**src/rtl/dp_pkg.sv**
```systemverilog
// Shared types and default widths for the data-plane receive buffer.
package dp_pkg;

  localparam int DP_ID_W    = 16;
  localparam int DP_DATA_W  = 16;
  localparam int DP_DEPTH   = 16;
  localparam int DP_PKT_LEN = 5;

  typedef struct packed {
    logic [DP_ID_W-1:0]   dest;
    logic [DP_DATA_W-1:0] data;
  } dp_packet_t;

  typedef enum logic [1:0] {IDLE, ACCEPT, DROP} rx_state_t;

endpackage

```
**src/rtl/dp_rx_ram.sv**
```systemverilog
// Simple dual-port payload store: one synchronous write port, one registered read port.
module dp_rx_ram
  import dp_pkg::*;
#(
  parameter int DEPTH  = DP_DEPTH,
  parameter int DATA_W = DP_DATA_W
) (
  input  logic                     clk,
  input  logic                     rst_n,
  input  logic                     wr_en,
  input  logic [$clog2(DEPTH)-1:0] wr_addr,
  input  logic [DATA_W-1:0]        wr_data,
  input  logic                     rd_en,
  input  logic [$clog2(DEPTH)-1:0] rd_addr,
  output logic [DATA_W-1:0]        rd_data
);

  logic [DATA_W-1:0] mem [DEPTH];

  always_ff @(posedge clk) begin
    if (wr_en) mem[wr_addr] <= wr_data;
  end

  // Only the read register is reset; the array itself keeps no defined contents.
  always_ff @(posedge clk or negedge rst_n) begin
    if (!rst_n)     rd_data <= '0;
    else if (rd_en) rd_data <= mem[rd_addr];
  end

endmodule

```
**src/rtl/data_plane_rx_fifo.sv**
```systemverilog
// Receive buffer: filters packets on destination id, frames fixed-length messages
// into a circular FIFO (whole message accepted or dropped) and serves GPP pops.
module data_plane_rx_fifo
  import dp_pkg::*;
#(
  parameter int ID_W    = DP_ID_W,
  parameter int DATA_W  = DP_DATA_W,
  parameter int DEPTH   = DP_DEPTH,
  parameter int PKT_LEN = DP_PKT_LEN
) (
  input  logic                   clk,
  input  logic                   rst_n,
  input  logic                   rx_valid,
  input  logic [ID_W+DATA_W-1:0] rx_packet,
  input  logic [ID_W-1:0]        node_id,
  input  logic                   gpp_rd_req,
  input  logic                   clear_ovf,
  output logic [DATA_W-1:0]      rd_data,
  output logic                   rd_valid,
  output logic                   rx_complete,
  output logic [$clog2(DEPTH):0] msg_count,
  output logic [$clog2(DEPTH):0] word_count,
  output logic                   empty,
  output logic                   overflow
);

  localparam int ADDR_W = $clog2(DEPTH);
  localparam int WORD_W = $clog2(PKT_LEN);
  localparam logic [WORD_W-1:0] LAST_WORD   = WORD_W'(PKT_LEN - 1);
  localparam logic [ADDR_W:0]   SPACE_LIMIT = (ADDR_W + 1)'(DEPTH - PKT_LEN);

  rx_state_t         state;
  logic [WORD_W-1:0] rx_word;
  logic [WORD_W-1:0] rd_word;
  logic [ADDR_W-1:0] wr_ptr;
  logic [ADDR_W-1:0] rd_ptr;
  logic              match;
  logic              has_space;
  logic              wr_en;
  logic              pop;
  logic              rx_last;
  logic              rd_last;

  // Space is judged on the registered count so a same-cycle pop never helps admission.
  assign match     = rx_valid && (rx_packet[ID_W+DATA_W-1:DATA_W] == node_id);
  assign has_space = (word_count <= SPACE_LIMIT);
  assign empty     = (word_count == '0);
  assign pop       = gpp_rd_req && !empty;
  assign wr_en     = match && (((state == IDLE) && has_space) || (state == ACCEPT));
  assign rx_last   = match && (state == ACCEPT) && (rx_word == LAST_WORD);
  assign rd_last   = pop && (rd_word == LAST_WORD);

  always_ff @(posedge clk or negedge rst_n) begin
    if (!rst_n) begin
      state       <= IDLE;
      rx_word     <= '0;
      overflow    <= 1'b0;
      rx_complete <= 1'b0;
    end else begin
      rx_complete <= rx_last;
      if (clear_ovf) overflow <= 1'b0;
      if (match) begin
        unique case (state)
          IDLE: begin
            rx_word <= WORD_W'(1);
            if (has_space) begin
              state <= ACCEPT;
            end else begin
              state    <= DROP;
              overflow <= 1'b1;
            end
          end
          ACCEPT, DROP: begin
            if (rx_word == LAST_WORD) begin
              state   <= IDLE;
              rx_word <= '0;
            end else begin
              rx_word <= rx_word + 1'b1;
            end
          end
          default: begin
            state   <= IDLE;
            rx_word <= '0;
          end
        endcase
      end
    end
  end

  // Pointers wrap naturally at ADDR_W bits; counters are one bit wider to hold DEPTH.
  always_ff @(posedge clk or negedge rst_n) begin
    if (!rst_n) begin
      wr_ptr     <= '0;
      rd_ptr     <= '0;
      rd_word    <= '0;
      rd_valid   <= 1'b0;
      word_count <= '0;
      msg_count  <= '0;
    end else begin
      rd_valid <= pop;
      if (wr_en) wr_ptr <= wr_ptr + 1'b1;
      if (pop) begin
        rd_ptr  <= rd_ptr + 1'b1;
        rd_word <= rd_last ? '0 : rd_word + 1'b1;
      end
      case ({wr_en, pop})
        2'b10:   word_count <= word_count + 1'b1;
        2'b01:   word_count <= word_count - 1'b1;
        default: word_count <= word_count;
      endcase
      case ({rx_last, rd_last})
        2'b10:   msg_count <= msg_count + 1'b1;
        2'b01:   msg_count <= msg_count - 1'b1;
        default: msg_count <= msg_count;
      endcase
    end
  end

  dp_rx_ram #(
    .DEPTH  (DEPTH),
    .DATA_W (DATA_W)
  ) u_ram (
    .clk     (clk),
    .rst_n   (rst_n),
    .wr_en   (wr_en),
    .wr_addr (wr_ptr),
    .wr_data (rx_packet[DATA_W-1:0]),
    .rd_en   (pop),
    .rd_addr (rd_ptr),
    .rd_data (rd_data)
  );

endmodule

```
**config.mk**
```make
export PLATFORM = sky130hd
export DESIGN_NAME = data_plane_rx_fifo
export DESIGN_NICKNAME = d
export VERILOG_FILES = /design/src/rtl/dp_pkg.sv /design/src/rtl/dp_rx_ram.sv /design/src/rtl/data_plane_rx_fifo.sv
export SDC_FILE = /design/constraint.sdc
export NUM_CORES = 1
export LEC_CHECK = 0
export BUFFER_PORTS_ARGS = -buffer_cell sky130_fd_sc_hd__buf_2
export CAP_MARGIN = 20
export CORE_AREA = 5 5 163 165
export CTS_CLUSTER_DIAMETER = 120
export CTS_CLUSTER_SIZE = 16
export DETAILED_ROUTE_END_ITERATION = 16
export DIE_AREA = 0 0 168 170
export GPL_TIMING_DRIVEN = 1
export PLACE_DENSITY = 0.67
export SYNTH_ARGS = -nofsm -noshare
export SYNTH_HDL_FRONTEND = slang
export SYNTH_SLANG_ARGS = --single-unit
```
**constraint.sdc**
```tcl
create_clock -name clk -period 3.9 [get_ports clk]
set_clock_uncertainty 0.1 [all_clocks]
set_input_delay 0.78 -clock clk [delete_from_list [all_inputs] [get_ports clk]]
set_output_delay 0.78 -clock clk [all_outputs]
set_load 0.1 [all_outputs]
```
==> flow_summary_export.csv, run 1 <==
group,metric,value,unit
run_status,status,"finished, final reports clean",
die,core-area,24900,um2
synthesis,syn_nets,702,
synthesis,syn_area_per_cell,19.4,um2
synthesis,synth_cell_types,42,
cts,cts_resized,0,
final_layout,fin_cells,1087,
synthesis,synth-seq-cells,301,
timing,hold_slack,226,ps
setup_path,reg2reg_depth,10,
die,io_pins,83,
setup_path,required,4190,ps
die,rows,58,
synthesis,syn_inst,627,
die,die_area,28600,um2
global_route,grt_max_degree,67,
synthesis,synthTopCellsByArea,"edfxtp_1 (63%), mux4_2 (12%), dfrtp_1 (9.2%), ha_1 (2.1%), xor2_1 (1.7%)",
hold_path,hp-class,"in -> async",
timing,final.setup.tns,0,ps
setup_path,cp-end-kind,"flip-flop",
synthesis,yosys-top-cells-count,"edfxtp_1 (256), mux4_2 (64), dfrtp_1 (45)",
final_layout,final_area,13800,um2
routing,routedWlPerCell,22.8,um
final_layout,areaGrowthSynthToFinish,13.2,%
routing,dr.pass1.iters,5,
routing,vias_per_cell,5.70,
global_route,grt_overflow,0,
cts,cts_buffer_depth,3,
synthesis,yosysWarnings,0,
placement,io_buffers,82,
pwr,power.total,9.10,mW
timing,worstMarginPinSlew,999,ps
cts,cts_max_level,1,
cts,cts_buffers,22,
global_route,grt_pass1_wl,38700,um
cts,clockRootBuffer,"clkbuf_16",
synthesis,synth-edff-count,256,
timing,layout_setup_ws,669,ps
routing,post-route-drc-count,0,
setup_path,start_kind,"primary input",
pwr,ir_drop,1020,uV
final_layout,postLayoutCoreUtil,55.4,%
setup_path,worstPathArrival,3520,ps
cts,cts_sinks,301,
timing,period_share,82.8,%
routing,initialDrtViolationCount,580,
setup_path,critical_path_class,"in -> reg",
timing,fmax,310,MHz
cts,cts_setup_buffers,0,
timing,slew_headroom,33.4,%
synthesis,async_flop_share,15.0,%
final_layout,drive_gt1_share,30.7,%
placement,place_inst,1046,
cts,clk_pin_slew,80,ps
global_route,gr-usage-all-layers,17.5,%
placement,gp_congestion,0.802,
setup_path,rr_endpoint,"word_count[4]$_DFFE_PN0P_",
synthesis,yosys.area.top_type,"edfxtp_1",
synthesis,synth_seq_area_share,72.3,%
die,start_util,49.0,%
timing,setup_viol,0,
placement,dpl-instance-area,13200,um2
synthesis,synth_top_flop_cell,"edfxtp_1",
cts,clk_latency,510,ps
routing,final_antenna_net_count,0,
placement,place_hpwl,15800,um
timing,fin_crit,3230,ps
routing,vias,6199,
flow_run,cap_violations,0,
final_layout,fin_nets,815,
setup_path,crit_path_max_fanout,9,
die,fp.dieW,168,um
placement,post-place-ws,164,ps
cts,cts_tree,"done",
setup_path,rrSetupSlack,950,ps
synthesis,post-synth-top-count-cell,"edfxtp_1",
timing,hold_viol,0,
global_route,grt_pass1_vias,6561,
die,die_y,170,um
cts,hold_buffers,0,
synthesis,netlist_area,12200,um2
routing,drt_wl_total,24800,um
pwr,power_leakage,4.95,nW
timing,rsz0062_at_grt,"false",
synthesis,synth_top_area_share,63.1,%
setup_path,r2r_start,"word_count[0]$_DFFE_PN0P_",
pwr,powerDensity,660,nW/um2
timing,drv_slew,0,
global_route,antenna_found_initial,3,
cells by family after synthesis:
kind of cell | after synthesis | synth area share (%)
and+or+nand+nor | 84 | 3.83
adders and majority gates | 22 | 2.38
muxes | 100 | 15.0
buffers and inverters | 45 | 1.61
DFF | 301 | 72.3
xor gates and xnor gates | 31 | 2.23
AOI/OAI and AO/OA | 44 | 2.67
area by class of cell:
cell class | instances | area, um2
antenna | 1 | 2.50
clock buffer | 38 | 611
clock inverter | 2 | 21.3
fill | 1888 | 11100
inverter | 16 | 60.1
multi-input combinational | 281 | 3180
sequential | 301 | 8820
tap | 330 | 413
timing repair buffer | 118 | 693
how the worst max path moves through the flow:
stage | slack (ps) | depth (start not counted) | endpoint | start
6_report | 670 | 13 | msg_count[4]$_DFFE_PN0P_ | node_id[8]
5_1_grt | 380 | 13 | word_count[4]$_DFFE_PN0P_ | node_id[8]
4_1_cts | 700 | 13 | msg_count[4]$_DFFE_PN0P_ | node_id[8]
3_5_place_dp | 160 | 13 | msg_count[4]$_DFFE_PN0P_ | node_id[8]
3_3_place_gp | 280 | 13 | msg_count[4]$_DFFE_PN0P_ | node_id[8]
2_1_floorplan | 250 | 11 | msg_count[4]$_DFFE_PN0P_ | word_count[0]$_DFFE_PN0P_
cell usage in the layout (no fill, tap or decap), drive strengths merged, types with 8 or more instances in the layout:
master	count
mux4	64
dfrtp	45
mux2i	18
xor2	23
nand2	17
inv	16
clkbuf	38
nor3	18
buf	118
and3	19
ha	20
xnor2	8
edfxtp	256
mux2	18
o21ai	15
a221o	15
state kept, by name, summed over array words and instances, names as in the netlist:
| register | count |
|---|---|
| rd_valid | 1 |
| word_count | 5 |
| state | 2 |
| rd_ptr | 4 |
| wr_ptr | 4 |
| overflow | 1 |
| msg_count | 5 |
| rx_word | 3 |
| rd_word | 3 |
| u_ram.mem | 256 |
| rx_complete | 1 |
| u_ram.rd_data | 16 |
per-layer routing:
metal  track usage (%)  part of all wire, %
met5                 0                 0.11
met4              4.55                  2.5
met3              3.18                  5.7
met2              30.2                   52
met1              23.3                   40
where the power goes:
| group | switching [mW] | internal (mW) |
|---|---|---|
| clock | 1.02 | 1.07 |
| sequential | 0.218 | 3.66 |
| combinational | 1.99 | 1.15 |
worst max-delay path: stages:
cell and delay, ps:
buf_2 100, xor2_1 150, nor4_1 270, nand3_1 360, nor2_1 240, nand3_1 140
ha_1 300, fa_1 440, a21o_1 180, a21oi_1 170, xor2_1 170, nor2_1 70
xor2_1 150
No activity file was read; power rests on OpenSTA's default activity.
==> inputs of run 2 (changes only) <==
--- a/config.mk
+++ b/config.mk
@@ -5,13 +5,14 @@
 export SDC_FILE = /design/constraint.sdc
 export NUM_CORES = 1
 export LEC_CHECK = 0
+export ABC_AREA = 1
 export BUFFER_PORTS_ARGS = -buffer_cell sky130_fd_sc_hd__buf_2
 export CAP_MARGIN = 20
-export CORE_AREA = 5 5 163 165
+export CORE_AREA = 5 5 168 170
 export CTS_CLUSTER_DIAMETER = 120
 export CTS_CLUSTER_SIZE = 16
 export DETAILED_ROUTE_END_ITERATION = 16
-export DIE_AREA = 0 0 168 170
+export DIE_AREA = 0 0 173 175
 export GPL_TIMING_DRIVEN = 1
 export PLACE_DENSITY = 0.67
 export SYNTH_ARGS = -nofsm -noshare
==> constraint.sdc (replaced) <==
create_clock -name clk -period 3 [get_ports clk]
set_clock_uncertainty 0.1 [all_clocks]
set_input_delay 0.6 -clock clk [delete_from_list [all_inputs] [get_ports clk]]
set_output_delay 0.6 -clock clk [all_outputs]
set_load 0.1 [all_outputs]
==> run 2 against run 1 <==
Net effect:
- cell count grew 49%
- sequential cell count is the same
- total power grew 41%
- first-iteration DRC count grew 54%
- hold slack lost 57 ps
- non-clock buffer count grew 18
- routed wire length grew 23%
- area after synthesis grew 6.8%
- register-to-register slack lost 570 ps
- sequential share of layout area shrank 4.1 points
- clock power grew 28%
- setup slack lost 290 ps
- largest cell class unchanged
- largest power group unchanged
==> flow_summary_export.csv, run 2 <==
group,metric,value,unit
cts,cts_max_level,1,
synthesis,synth_top_flop_cell,"edfxtp_1",
pwr,seqPwrFrac,39.7,%
synthesis,async_flop_share,15.0,%
synthesis,synth-edff-count,256,
hold_path,hp-class,"in -> reg",
synthesis,syn_inst,1169,
setup_path,start_kind,"flip-flop",
cts,clk_latency,520,ps
synthesis,yosys.area.top_type,"edfxtp_1",
pwr,pwr-share-comb,39.5,%
synthesis,synth_cell_types,33,
die,rows,60,
global_route,grt_overflow,0,
cts,clockRootBuffer,"clkbuf_16",
synthesis,synth-seq-cells,301,
final_layout,layout_commonest_cell,"edfxtp_1",
cts,cts_sinks,301,
final_layout,top_regs,"u_ram.mem: 256 flops, u_ram.rd_data: 16 flops",
timing,setup_viol,0,
global_route,gr-usage-all-layers,19.8,%
pwr,powerDensity,871,nW/um2
global_route,grt_max_degree,73,
global_route,grt_pass1_wl,47900,um
final_layout,multi_input_area,3660,um2
routing,dr.pass1.iters,6,
final_layout,top_register,"u_ram.mem",
cts,cts_tree,"done",
cts,cts_buffer_depth,3,
final_layout,postLayoutCoreUtil,55.5,%
synthesis,syn_nets,1244,
placement,place_hpwl,18900,um
cts,cts_setup_buffers,0,
die,core-area,26600,um2
cts,cts_buffers,22,
routing,initialDrtViolationCount,894,
placement,gp_congestion,0.863,
pwr,p_sw,5.41,mW
global_route,grt_pass1_vias,8578,
flow_run,cap_violations,0,
synthesis,syn_area_per_cell,11.1,um2
cts,clk_pin_slew,70,ps
final_layout,largest_reg_flops,256,
die,fp.dieW,173,um
routing,routedWlPerCell,18.8,um
timing,hold_viol,0,
synthesis,yosys-top-cells-count,"edfxtp_1 (256), nor2_1 (245), nand2_1 (179)",
pwr,swShare,42.1,%
run_status,status,"finished, final reports clean",
die,io_pins,83,
setup_path,required,3340,ps
timing,rsz0062_at_grt,"false",
synthesis,synth_top_area_share,59.1,%
pwr,p_int,7.44,mW
final_layout,fin_nets,1347,
routing,post-route-drc-count,0,
synthesis,synth_seq_area_share,67.7,%
synthesis,yosysWarnings,0,
final_layout,fin_cells,1620,
timing,slew_headroom,45.9,%
setup_path,worstPathArrival,2950,ps
die,die_y,175,um
timing,fmax,382,MHz
setup_path,cp-end-kind,"flip-flop",
timing,drv_slew,0,
synthesis,post-synth-top-count-cell,"edfxtp_1",
final_layout,fillCellCount,2239,
timing,final.setup.tns,0,ps
placement,place_inst,1588,
placement,post-place-ws,-45.5,ps
die,die_area,30300,um2
routing,final_antenna_net_count,0,
pwr,p_clk_share,20.8,%
final_layout,final_cell_mix,"edfxtp_1 (256), nor2_1 (229), nand2_1 (179)",
timing,fin_crit,2620,ps
setup_path,crit_path_max_fanout,7,
final_layout,drive_gt1_share,14.7,%
die,start_util,49.0,%
routing,vias,8876,
routing,drt_wl_total,30400,um
placement,io_buffers,82,
synthesis,synthTopCellsByArea,"edfxtp_1 (59%), dfrtp_1 (8.7%), nor2_1 (7.1%), nand2_1 (5.2%), o21ai_0 (4.9%)",
timing,worstMarginPinSlew,806,ps
timing,period_share,87.2,%
setup_path,critical_path_class,"reg -> reg",
global_route,antenna_found_initial,1,
synthesis,netlist_area,13000,um2
routing,vias_per_cell,5.48,
pwr,ir_drop,801,uV
final_layout,areaGrowthSynthToFinish,13.4,%
pwr,power_leakage,5.62,nW
final_layout,regArea,8820,um2
timing,layout_setup_ws,383,ps
timing,hold_slack,169,ps
==> run 2: cell count changes after synthesis, sizes merged, moves of 16 or more <==
cell,change
mux4,-64
nor3,-16
inv,+51
xor2,-17
and3,-19
buf,+19
o211ai,+59
mux2,-18
nand3,+44
nand2,+162
mux2i,-18
nor2,+243
o21ai,+128
==> run 2: area by class of cell <==
type	instances	area share, %
sequential	301	59.8
antenna	1	0.0170
inverter	68	1.74
clock inverter	2	0.144
clock buffer	28	3.88
timing repair buffer	136	6.73
multi-input combinational	743	24.8
tap	341	2.89
==> run 2: timing repair <==
item | in CTS | in global routing
gates resized for setup | 0 | 0
hold endpoints to repair | 1 | 0
hold buffers | 1 | 0
==> run 2: per-layer routing <==
layer	up-vias	global-route usage (%)	part of all wire, %
met5	-	0	0
met4	0	6.02	2.5
met3	43	2.16	5.5
met2	260	33.6	49
met1	4338	27.2	43
li1	4235	-	-
==> run 2: worst paths after layout <==
check	end	startpoint	cells after the start	slack, ps
worst max-delay path	word_count[3]$_DFFE_PN0P_	word_count[2]$_DFFE_PN0P_	13	380
worst min-delay path	overflow$_DFF_PN0_	clear_ovf	2	170
worst max register to register	word_count[3]$_DFFE_PN0P_	word_count[2]$_DFFE_PN0P_	13	380
worst min register to register	u_ram.rd_data[0]$_DFFE_PN0P_	u_ram.rd_data[0]$_DFFE_PN0P_	2	380
max in group asynchronous	u_ram.rd_data[5]$_DFFE_PN0P_	rst_n	3	1650
min in group asynchronous	overflow$_DFF_PN0_	rst_n	2	540
==> run 2: cells by family after synthesis <==
group / count (synthesis) / synth area share, %
AOI/OAI and AO/OA: 211 / 9.31
xor gates and xnor gates: 12 / 0.807
adders and majority gates: 22 / 2.23
buffers and inverters: 125 / 4.47
DFF: 301 / 67.7
and+or+nand+nor: 498 / 15.5
==> run 2: per-stage QoR <==
stage	cell area (um2)	power (mW)
2_1_floorplan	13000	9.05
3_3_place_gp	14200	10.2
3_5_place_dp	14200	10.3
4_1_cts	14800	13.0
5_1_grt	14800	13.6
6_report	14800	12.9
==> run 2: critical path, stage by stage (launching register included) <==
cell	delay (ps)
dfrtp_1	440
a21oi_1	250
nand2_1	120
nand2_1	210
nand4_1	200
ha_1	280
ha_1	290
nand2_1	70
inv_1	30
o21ai_0	140
nand2_1	90
o21ai_0	140
a21oi_1	50
a21oi_1	120
==> run 2: power by group through the flow <==
stage	sequential (mW)	clock (mW)	combinational, mW
floorplan	6.24	0	2.81
global placement	5.19	0	5.05
detailed placement	5.20	0	5.12
CTS	5.11	2.72	5.14
global route	5.15	2.89	5.56
finish	5.11	2.67	5.07
==> inputs of run 3 (changes only) <==
--- a/config.mk
+++ b/config.mk
@@ -8,13 +8,13 @@
 export ABC_AREA = 1
 export BUFFER_PORTS_ARGS = -buffer_cell sky130_fd_sc_hd__buf_2
 export CAP_MARGIN = 20
-export CORE_AREA = 5 5 168 170
+export CORE_AREA = 5 5 199 201
 export CTS_CLUSTER_DIAMETER = 120
 export CTS_CLUSTER_SIZE = 16
 export DETAILED_ROUTE_END_ITERATION = 16
-export DIE_AREA = 0 0 173 175
+export DIE_AREA = 0 0 204 206
 export GPL_TIMING_DRIVEN = 1
-export PLACE_DENSITY = 0.67
+export SLEW_MARGIN = 40
 export SYNTH_ARGS = -nofsm -noshare
 export SYNTH_HDL_FRONTEND = slang
 export SYNTH_SLANG_ARGS = --single-unit
==> run 3 against run 2 <==
Net effect:
- the run now ends with hold timing left
- non-clock buffer count decreased by 5
- sequential share of layout area is 0.92 points lower
- first-iteration DRC count down 16%
- routed wire length grew 4.5%
- setup slack improved by 28 ps
- cell area rose by 1.6%
- maximum frequency up 1.1%
- global-route usage is 5.2 points lower
- sequential power down 2%
- count of clock-buffer cells in the layout is the same
- critical path depth did not move
- hold slack got worse by 170 ps
- critical endpoint unchanged
- largest power group is now combinational cells
- highest routed layer is now met5
==> flow_summary_export.csv, run 3 (same netlist as run 2, synthesis figures left out) <==
group,metric,value,unit
final_layout,areaGrowthSynthToFinish,15.1,%
die,io_pins,83,
global_route,grt_max_degree,131,
setup_path,worstPathArrival,2930,ps
routing,vias_per_cell,4.87,
timing,setup_viol,0,
cts,clk_latency,520,ps
pwr,powerDensity,859,nW/um2
setup_path,crit_path_max_fanout,7,
routing,vias,8699,
cts,cts_sinks,301,
die,start_util,34.8,%
setup_path,required,3340,ps
timing,rsz0062_at_grt,"false",
placement,io_buffers,82,
global_route,antenna_found_initial,2,
routing,drt_wl_total,31800,um
global_route,grt_pass1_vias,8371,
setup_path,cp-end-kind,"flip-flop",
run_status,status,"finished with violations",
timing,fmax,386,MHz
final_layout,layout_commonest_cell,"edfxtp_1",
timing,period_share,86.3,%
final_layout,final_cell_mix,"edfxtp_1 (256), nor2_1 (229), nand2_1 (179)",
routing,final_antenna_net_count,0,
timing,hold_viol,3,
final_layout,top_register,"u_ram.mem",
global_route,grt_pass1_wl,48500,um
run_status,violations,"hold timing",
final_layout,fin_nets,1342,
cts,cts_max_level,1,
die,die_y,206,um
flow_run,cap_violations,0,
timing,drv_slew,0,
routing,routedWlPerCell,17.8,um
pwr,power_leakage,5.61,nW
routing,post-route-drc-count,0,
routing,dr.pass1.iters,5,
die,core-area,37400,um2
cts,cts_buffer_depth,3,
cts,clk_pin_slew,70,ps
hold_path,hp-class,"in -> async",
pwr,ir_drop,679,uV
die,fp.dieW,204,um
cts,hold_buffers,0,
placement,gp_congestion,0.851,
global_route,gr-usage-all-layers,14.7,%
global_route,grt_overflow,0,
setup_path,start_kind,"flip-flop",
cts,cts_resized,0,
cts,cts_setup_buffers,0,
timing,worstMarginPinSlew,848,ps
die,rows,71,
placement,place_hpwl,18500,um
timing,slew_headroom,43.1,%
placement,dpl-instance-area,14400,um2
final_layout,final_area,15000,um2
timing,hold_slack,-4.42,ps
final_layout,top_regs,"u_ram.mem: 256 flops, u_ram.rd_data: 16 flops",
cts,clockRootBuffer,"clkbuf_16",
cts,cts_tree,"done",
setup_path,reg2reg_depth,13,
final_layout,largest_reg_flops,256,
die,die_area,42000,um2
routing,initialDrtViolationCount,755,
cts,cts_buffers,22,
timing,fin_crit,2590,ps
final_layout,drive_gt1_share,14.5,%
setup_path,critical_path_class,"reg -> reg",
==> run 3: worst max-delay path: stages (launching register included) <==
cell,delay (ps)
dfrtp_1,430
a21oi_1,230
nand2_1,100
nand2_1,210
nand4_1,230
ha_1,290
ha_1,280
nand2_1,60
inv_1,30
o21ai_0,140
nand2_1,90
o21ai_0,150
a21oi_1,60
a21oi_1,110
==> run 3: power breakdown <==
| group | total [mW] | internal [mW] | switching (mW) |
|---|---|---|---|
| logic | 5.21 | 1.32 | 3.89 |
| clock network | 2.68 | 1.34 | 1.34 |
| registers | 4.99 | 4.77 | 0.215 |
| total | 12.9 | 7.43 | 5.44 |
==> run 3: final timing paths <==
kind                       slack [ps]                         start                            to
hold / removal                     -4                         rst_n        rx_word[0]$_DFFE_PN0P_
setup reg to reg                  410     word_count[2]$_DFFE_PN0P_     word_count[3]$_DFFE_PN0P_
max in group asynchronous        2310                         rst_n         rd_ptr[1]$_DFFE_PN0P_
setup / recovery                  410     word_count[2]$_DFFE_PN0P_     word_count[3]$_DFFE_PN0P_
min in group clk                  170                     clear_ovf            overflow$_DFF_PN0_
hold reg to reg                   380  u_ram.rd_data[8]$_DFFE_PN0P_  u_ram.rd_data[8]$_DFFE_PN0P_
==> run 3: area by class of cell <==
class | instances | area, um2
flip-flops and latches | 301 | 8820
multi-input cells | 743 | 3660
fillers | 3585 | 22400
repair buffers | 131 | 1010
diodes | 3 | 7.51
well taps | 511 | 639
clock inverters | 2 | 21.3
inverters | 68 | 256
clock buffers | 28 | 573
==> run 3: per-stage QoR <==
stage | utilization (%) | TNS, ps | power [mW] | setup slack [ps] | cells
4_1_cts | 40.1 | 0 | 13.0 | 424 | 1784
5_1_grt | 40.1 | 0 | 13.6 | 132 | 1785
2_1_floorplan | - | 0 | 9.05 | 43.3 | 1169
3_3_place_gp | 38.5 | 0 | 10.3 | 43.7 | 1754
3_5_place_dp | 38.5 | -34.9 | 10.4 | -34.9 | 1754
6_report | 40.1 | 0 | 12.9 | 412 | 1787
==> run 3: metal layers <==
layer | vias to the layer above | part of all wire (%) | GRT usage, % | wire, um
met4 | 2 | 2.0 | 3.95 | 622
met3 | 35 | 4.9 | 1.38 | 1550
met2 | 180 | 51 | 26.1 | 16100
li1 | 4232 | - | - | -
met5 | - | 0.041 | 0 | 13
met1 | 4250 | 42 | 19.3 | 13500
